--- src/rtl/uart_rx.sv ---
// 16x-oversampling UART receiver: serial rx line to a held parallel byte with
// valid/read handshake, framing-error pulse and sticky overrun flag.
module uart_rx #(
    parameter int unsigned DBIT = 8
) (
    input  logic            clk,
    input  logic            reset_n,
    input  logic            rx,
    input  logic            s_tick,
    input  logic            rd,
    output logic [DBIT-1:0] dout,
    output logic            rx_valid,
    output logic            frame_err,
    output logic            overrun
);

    localparam int unsigned S_W = 4;
    localparam int unsigned N_W = 3;

    localparam logic [S_W-1:0] S_ZERO = S_W'(0);
    localparam logic [S_W-1:0] S_ONE  = S_W'(1);
    localparam logic [S_W-1:0] S_MID  = S_W'(7);
    localparam logic [S_W-1:0] S_END  = S_W'(15);
    localparam logic [N_W-1:0] N_ZERO = N_W'(0);
    localparam logic [N_W-1:0] N_ONE  = N_W'(1);
    localparam logic [N_W-1:0] N_LAST = N_W'(DBIT - 1);

    typedef enum logic [2:0] {
        ST_IDLE  = 3'd0,
        ST_START = 3'd1,
        ST_DATA  = 3'd2,
        ST_STOP  = 3'd3,
        ST_BRK   = 3'd4
    } state_t;

    logic            rx_meta;
    logic            rx_s;

    state_t          state_q, state_d;
    logic [S_W-1:0]  s_q, s_d;
    logic [N_W-1:0]  n_q, n_d;
    logic [DBIT-1:0] b_q, b_d;

    logic            done_ok_c;
    logic            frame_err_d;
    logic [DBIT-1:0] dout_d;
    logic            rx_valid_d;
    logic            overrun_d;

    // Two-flop synchronizer; idle-high reset so a reset never looks like a start bit.
    always_ff @(posedge clk or negedge reset_n) begin
        if (!reset_n) begin
            rx_meta <= 1'b1;
            rx_s    <= 1'b1;
        end else begin
            rx_meta <= rx;
            rx_s    <= rx_meta;
        end
    end

    always_ff @(posedge clk or negedge reset_n) begin
        if (!reset_n) begin
            state_q <= ST_IDLE;
            s_q     <= S_ZERO;
            n_q     <= N_ZERO;
            b_q     <= '0;
        end else begin
            state_q <= state_d;
            s_q     <= s_d;
            n_q     <= n_d;
            b_q     <= b_d;
        end
    end

    // Frame sequencing: start qualification at mid start bit, then one sample per 16 ticks.
    always_comb begin
        state_d     = state_q;
        s_d         = s_q;
        n_d         = n_q;
        b_d         = b_q;
        done_ok_c   = 1'b0;
        frame_err_d = 1'b0;

        case (state_q)
            ST_IDLE: begin
                if (!rx_s) begin
                    state_d = ST_START;
                    s_d     = S_ZERO;
                end
            end
            ST_START: begin
                if (s_tick) begin
                    if (s_q == S_MID) begin
                        if (!rx_s) begin
                            state_d = ST_DATA;
                            s_d     = S_ZERO;
                            n_d     = N_ZERO;
                        end else begin
                            state_d = ST_IDLE;
                        end
                    end else begin
                        s_d = s_q + S_ONE;
                    end
                end
            end
            ST_DATA: begin
                if (s_tick) begin
                    if (s_q == S_END) begin
                        s_d = S_ZERO;
                        b_d = {rx_s, b_q[DBIT-1:1]};
                        if (n_q == N_LAST) begin
                            state_d = ST_STOP;
                        end else begin
                            n_d = n_q + N_ONE;
                        end
                    end else begin
                        s_d = s_q + S_ONE;
                    end
                end
            end
            ST_STOP: begin
                if (s_tick) begin
                    if (s_q == S_END) begin
                        if (rx_s) begin
                            done_ok_c = 1'b1;
                            state_d   = ST_IDLE;
                        end else begin
                            frame_err_d = 1'b1;
                            state_d     = ST_BRK;
                        end
                    end else begin
                        s_d = s_q + S_ONE;
                    end
                end
            end
            ST_BRK: begin
                // A held-low line must go high before another start can be seen.
                if (rx_s) begin
                    state_d = ST_IDLE;
                end
            end
            default: begin
                state_d = ST_IDLE;
            end
        endcase
    end

    // Holding register: a read in the completion cycle frees the slot for the new byte.
    always_comb begin
        dout_d     = dout;
        rx_valid_d = rx_valid;
        overrun_d  = overrun;

        if (done_ok_c) begin
            if (!rx_valid || rd) begin
                dout_d     = b_q;
                rx_valid_d = 1'b1;
                if (rx_valid) begin
                    overrun_d = 1'b0;
                end
            end else begin
                overrun_d = 1'b1;
            end
        end else if (rd && rx_valid) begin
            rx_valid_d = 1'b0;
            overrun_d  = 1'b0;
        end
    end

    always_ff @(posedge clk or negedge reset_n) begin
        if (!reset_n) begin
            dout      <= '0;
            rx_valid  <= 1'b0;
            frame_err <= 1'b0;
            overrun   <= 1'b0;
        end else begin
            dout      <= dout_d;
            rx_valid  <= rx_valid_d;
            frame_err <= frame_err_d;
            overrun   <= overrun_d;
        end
    end

endmodule
--- config.mk ---
export PLATFORM = sky130hd
export DESIGN_NAME = uart_rx
export DESIGN_NICKNAME = d
export VERILOG_FILES = /design/src/rtl/uart_rx.sv
export SDC_FILE = /design/constraint.sdc
export NUM_CORES = 1
export LEC_CHECK = 0
export CAP_MARGIN = 10
export CORE_MARGIN = 2
export CORE_UTILIZATION = 55
export DETAILED_ROUTE_END_ITERATION = 8
export PLACE_DENSITY = 0.78
export SYNTH_ARGS = -nofsm -noshare
export SYNTH_HDL_FRONTEND = slang
export SYNTH_SLANG_ARGS = --single-unit
--- constraint.sdc ---
create_clock -name clk -period 2.45 [get_ports clk]
set_clock_uncertainty 0.1 [all_clocks]
set_input_delay 0.49 -clock clk [delete_from_list [all_inputs] [get_ports clk]]
set_output_delay 0.49 -clock clk [all_outputs]
set_load 0.05 [all_outputs]
==> results of run 1 <==
power groups by stage:
stage          sequential [mW]  combinational [mW]  clock [mW]
6_report                 0.679               0.355       0.295
5_1_grt                  0.690               0.397       0.331
4_1_cts                  0.676               0.360       0.307
3_5_place_dp             0.686               0.359           0
3_3_place_gp             0.682               0.349           0
2_1_floorplan            0.639               0.348           0
flip-flops by register name, summed over array words and instances (netlist names), 3 cells and up:
register  count
b_q           8
dout          8
n_q           3
s_q           4
state_q       3
worst paths after layout:
check,start,endpoint,slack [ns],depth (start not counted)
worst min register to register,rx_meta$_DFF_PN1_,rx_s$_DFF_PN1_,0.27,0
worst max register to register,state_q[1]$_DFFE_PN0P_,n_q[0]$_DFFE_PN0P_,0.46,4
max in group asynchronous,reset_n,rx_meta$_DFF_PN1_,1.50,2
worst max-delay path,rx_valid$_DFFE_PN0P_,rx_valid,0.32,1
worst min-delay path,rx_meta$_DFF_PN1_,rx_s$_DFF_PN1_,0.27,0
min in group asynchronous,reset_n,dout[2]$_DFFE_PN0P_,0.41,2
logic make-up after synthesis:
group | Yosys count
AND/OR/NAND/NOR | 34
flip-flops | 31
multiplexers | 20
AO/OA/AOI/OAI | 16
buffers and inverters | 10
adder cells (fa/ha/maj) | 3
XOR/XNOR | 1
cell type report:
cell class                      count  area [um^2]
Fill cell                         212          940
Tap cell                           31         38.8
Timing Repair Buffer               18          185
Multi-Input combinational cell     74          676
Clock inverter                      3         20.0
Clock buffer                        5         37.5
Inverter                            3         11.3
Sequential cell                    31          778
through the flow:
step	worst slack [ns]	std cells	area [um^2]	power [mW]	utilization (%)
CTS	0.303	165	1750	1.34	65.0
finish	0.319	165	1750	1.33	65.0
floorplan	0.604	115	1520	0.987	-
detailed placement	0.139	157	1690	1.04	62.9
global placement	0.160	157	1690	1.03	62.9
global route	0.261	165	1750	1.42	65.0
metal layers:
metal	global-route usage [%]	routed length, um
met1	22.0	1090
met2	27.2	1150
met3	6.45	116
met4	7.14	41
met5	0	0
cell usage in the layout (no fill, tap or decap), drive strengths merged, types with 4 or more instances in the layout:
cell type | synthesis | routed
clkbuf | 1 | 5
clkdlybuf4s50 | 0 | 15
nand2 | 5 | 5
dfrtp | 29 | 29
nor2 | 7 | 7
mux2 | 18 | 18
a21oi | 4 | 4
==> results.md, run 1 <==
- CTS Hold Bufs: 0
- CTS tree: yes
- Part of the power in combinational logic: 26.7%
- RSZ-0062 raised after global routing: false
- Post-Route WL: 2400 um
- Clock Sink Count: 31
- Die span in y: 56.6 um
- Cts bufs inserted: 5
- Syn_area_per_cell: 13.3 um^2
- Final Hold Viols: 0
- Worst Hold Class: reg -> reg
- Setup Buffers After CTS: 0
- Seq/Total Area, Yosys: 51.1%
- Post-layout min period: 2.13 ns
- Vias per cell: 5.67
- Yosys warns: 0
- Post-synth ARST share: 100%
- Mux cell area share after synthesis: 16.8%
- Final period utilization: 87.0%
- Worst Setup Start Kind: flop
- Worst slew pin tran: 0.507 ns
- Final Wtd Congestion: 0.831
- Synthesized area: 1520 um^2
- F_max: 469 MHz
- Antenna violations before repair: 0
- Synth Area in XOR/XNOR: 0.575%
- Status: finished clean
- Largest net degree at the start of global routing: 32
- Largest area contributor in the netlist: dfrtp_1
- Final ANT Viol Nets: 0
- Insertion delay to the later sink of the worst-skew pair: 0.34 ns
- Max-Cap Viols: 0
- DR WL/cell: 14.6 um
- Post-Synth Adder-Cell Area: 2.46%
- CP bufs+invs: 1
- Sequential power share: 51.1%
- Initial Util: 56.7%
- Top-count cell post-synth: dfrtp_1
- Sw Share: 33.5%
- Final setup vio count: 0
- Commonest cells in the netlist: dfrtp_1, mux2_4, mux2_1
- Hold_ws: 0.266 ns
- CTS HTree Levels: 2
- Power Internal: 0.883 mW
- CORE AREA: 2690 um^2
- Crit Path Max Fanout: 4
- Die area: 3210 um^2
- #FFs+latches synth: 31
- Synth area leaders: dfrtp_1, mux2_4, mux2_1, dfstp_2, buf_6
- Core Rows: 19
- Post-synthesis net count: 123
- Largest family of logic cells by synthesized area: multiplexers
- CP cell instances: clkdlybuf4s50_1
- Vias: 936
- Critical path's largest stage delay: 0.82 ns
- IO Port Bufs: 15
- Top-area cell type share of the netlist area: 47.6%
- Critical setup path kind: reg -> out
- Layout cell share with drive strength beyond 1: 23.9%
- Compound-Gate Fraction of Synth Area: 9.85%
- DP HPWL: 1720 um
- Ant diodes: 0
- Clock power share: 22.2%
- Clock root buffer: clkbuf_4
- WP data required: 1.86 ns
- Max Slew Vio Count: 0
- GRT overflow: 0
- Initial DRC count: 19
- Leakage: 0.794 nW
- CTS clk-pin slew, worst paths: 0.09 ns
- Crit-path slowest cell: clkdlybuf4s50_1
- Critical path endpoint category: output pin
- Total GRT Usage: 17.5%
- First-pass GRT wire length: 4240 um
- Post-synth EDFFs: 0
- Post-synth cell types: 45
- Max_slew headroom: 66.1%
- Setup TNS: 0 ns
- Sw Pwr: 0.446 mW
- Worst ir drop on vdd: 0.624 mV
- Vias in the first global route: 934
- 1st-pass router iterations: 4
- I/O Pins: 16
- Die W: 56.6 um
- Post-cts sizing count: 0
- Clock Path Buffers: 2
- CP delay by family, top: buffers and inverters
- PD cells: 761 nW/um^2
- Synth Instances: 115
- Leading register cell type out of synthesis: dfrtp_1
- DRC viols: 0
- Area growth, synth to finish: 14.6%
- Post-synthesis simple-gate area fraction: 14.6%
- Final net count: 141
- WP data arrival: 1.54 ns
Power figures use the tool's default switching activity.
==> run 2, diff against run 1 <==
Settings changed: PLACE_DENSITY 0.78 to 0.79.
==> run 2 against run 1 <==
  * First-iteration DRC count shrank 5.3%
  * Final cell count up 0.61%
  * Design area up 1.8%
  * Clock-buffer cell count is the same
  * Global-route usage rose by 0.82 points
  * Largest power group unchanged
  * Wire length grew 1.3%
  * Non-clock buffer count rose by 1
  * Sequential cell count unchanged
  * Sequential power is essentially flat
  * Setup slack got worse by 0.0035 ns
  * Sequential share of layout area down 0.78 points
  * Utilization rose by 1.2 points
==> results.md, run 2 (synthesized netlist as in run 1, its figures left out) <==
- Worst R2R Start: s_q[0]$_DFFE_PN0P_
- First-pass GRT wire length: 4270 um
- Insertion delay to the later sink of the worst-skew pair: 0.34 ns
- WP data arrival: 1.54 ns
- Initial DRC count: 18
- Cts bufs inserted: 5
- Commonest non-fill, non-tap cell in the layout: dfrtp_1
- Worst hold endpoint: rx_s$_DFF_PN1_
- Hold_ws: 0.263 ns
- Part of the power in combinational logic: 25.1%
- Clock power share: 27.8%
- Worst ir drop on vdd: 0.725 mV
- Post-Route WL: 2430 um
- Hold Crit Start: rx_meta$_DFF_PN1_
- DR WL/cell: 14.7 um
- WP data required: 1.86 ns
- R2R Setup Slk: 0.46 ns
- Setup Buffers After CTS: 0
- CP delay by family, top: buffers and inverters
- CTS Hold Bufs: 0
- CP cell instances: clkdlybuf4s50_1
- Critical path's largest stage delay: 0.81 ns
- Crit-path slowest cell: clkdlybuf4s50_1
- Largest net degree at the start of global routing: 20
- CTS tree: yes
- CTS HTree Levels: 2
- Ant diodes: 0
- Final net count: 142
- Post-layout min period: 2.13 ns
- Final setup vio count: 0
- Area growth, synth to finish: 16.7%
- Die area: 3210 um^2
- Max_slew headroom: 58.5%
- Vias: 927
- Reg2reg end: n_q[0]$_DFFE_PN0P_
- F_max: 469 MHz
- Final ANT Viol Nets: 0
- Setup slack after layout: 0.316 ns
- Die W: 56.6 um
- DRC viols: 0
- Clock Path Buffers: 2
- Final Hold Viols: 0
- IO Port Bufs: 15
- Sequential power share: 47.1%
- CORE AREA: 2690 um^2
- Final Wtd Congestion: 0.789
- 1st-pass router iterations: 4
- Biggest regs: b_q (8), dout (8), s_q (4)
- Worst Hold Class: reg -> reg
- DP HPWL: 1740 um
- Worst Reg-to-Reg Cells: 5
- Clock Sink Count: 31
- RSZ-0062 raised after global routing: false
- Die span in y: 56.6 um
- Commonest cells after routing, fill and taps aside: dfrtp_1, clkdlybuf4s50_1, mux2_4
- Initial Util: 56.7%
- Post-cts sizing count: 0
- Vias in the first global route: 891
- Crit Path Max Fanout: 4
- GRT overflow: 0
- Hold Path Depth: 0
- Sw Pwr: 0.446 mW
- Power Internal: 0.990 mW
- Antenna violations before repair: 0
- Layout cell share with drive strength beyond 1: 24.4%
- Critical setup path kind: reg -> out
- PD cells: 808 nW/um^2
- Final period utilization: 87.1%
- Total GRT Usage: 18.3%
- Vias per cell: 5.58
- Critical path endpoint category: output pin
- Worst Setup Start Kind: flop
- Pre-CTS setup slack: 0.152 ns
- Sw Share: 31.1%
- Max Slew Vio Count: 0
- CTS clk-pin slew, worst paths: 0.10 ns
- Setup TNS: 0 ns
- Worst slew pin tran: 0.621 ns
- Status: finished clean
- CP bufs+invs: 1
- Leakage: 0.819 nW
- Core Rows: 19
- I/O Pins: 16
- Final total power: 1.44 mW
- Clock root buffer: clkbuf_4
- Max-Cap Viols: 0
[run 2: cell type report]
type | instances | area (um^2)
tap | 31 | 38.8
clock inverter | 3 | 43.8
inverter | 3 | 11.3
multi-input combinational | 74 | 676
sequential | 31 | 778
clock buffer | 5 | 37.5
fill | 196 | 908
timing repair buffer | 19 | 193
[run 2: worst max path at each step]
stage,from,endpoint,depth (start not counted)
after floorplan,s_q[0]$_DFFE_PN0P_,dout[0]$_DFFE_PN0P_,6
after global placement,s_tick,s_q[3]$_DFFE_PN0P_,5
after detailed placement,s_tick,s_q[3]$_DFFE_PN0P_,5
after CTS,rx_valid$_DFFE_PN0P_,rx_valid,1
after global routing,rx_valid$_DFFE_PN0P_,rx_valid,1
final,rx_valid$_DFFE_PN0P_,rx_valid,1
[run 2: metal layers]
layer,track usage [%],part of all wire [%],up-vias
met1,22.6,47,450
met2,26.9,46,16
met3,5.76,4.2,7
li1,-,-,454
met5,0,0,-
met4,13.3,3.0,0
[run 2: through the flow]
step | cells | util (%) | area (um^2)
6_report | 166 | 66.2 | 1780
5_1_grt | 166 | 66.2 | 1780
4_1_cts | 166 | 66.2 | 1780
3_5_place_dp | 158 | 63.2 | 1700
3_3_place_gp | 158 | 63.2 | 1700
2_1_floorplan | 115 | - | 1520
[run 2: power by group through the flow]
stage / sequential (mW) / clock [mW] / combinational [mW]
floorplan: 0.639 / 0 / 0.348
global placement: 0.679 / 0 / 0.351
detailed placement: 0.685 / 0 / 0.363
CTS: 0.675 / 0.412 / 0.365
global route: 0.690 / 0.439 / 0.407
finish: 0.677 / 0.399 / 0.361
==> run 3, diff against run 2 <==
Settings changed: HOLD_SLACK_MARGIN set to 0.08.
==> results of run 3 <==
Final layout, timing and power as in run 2 (identical DEF).
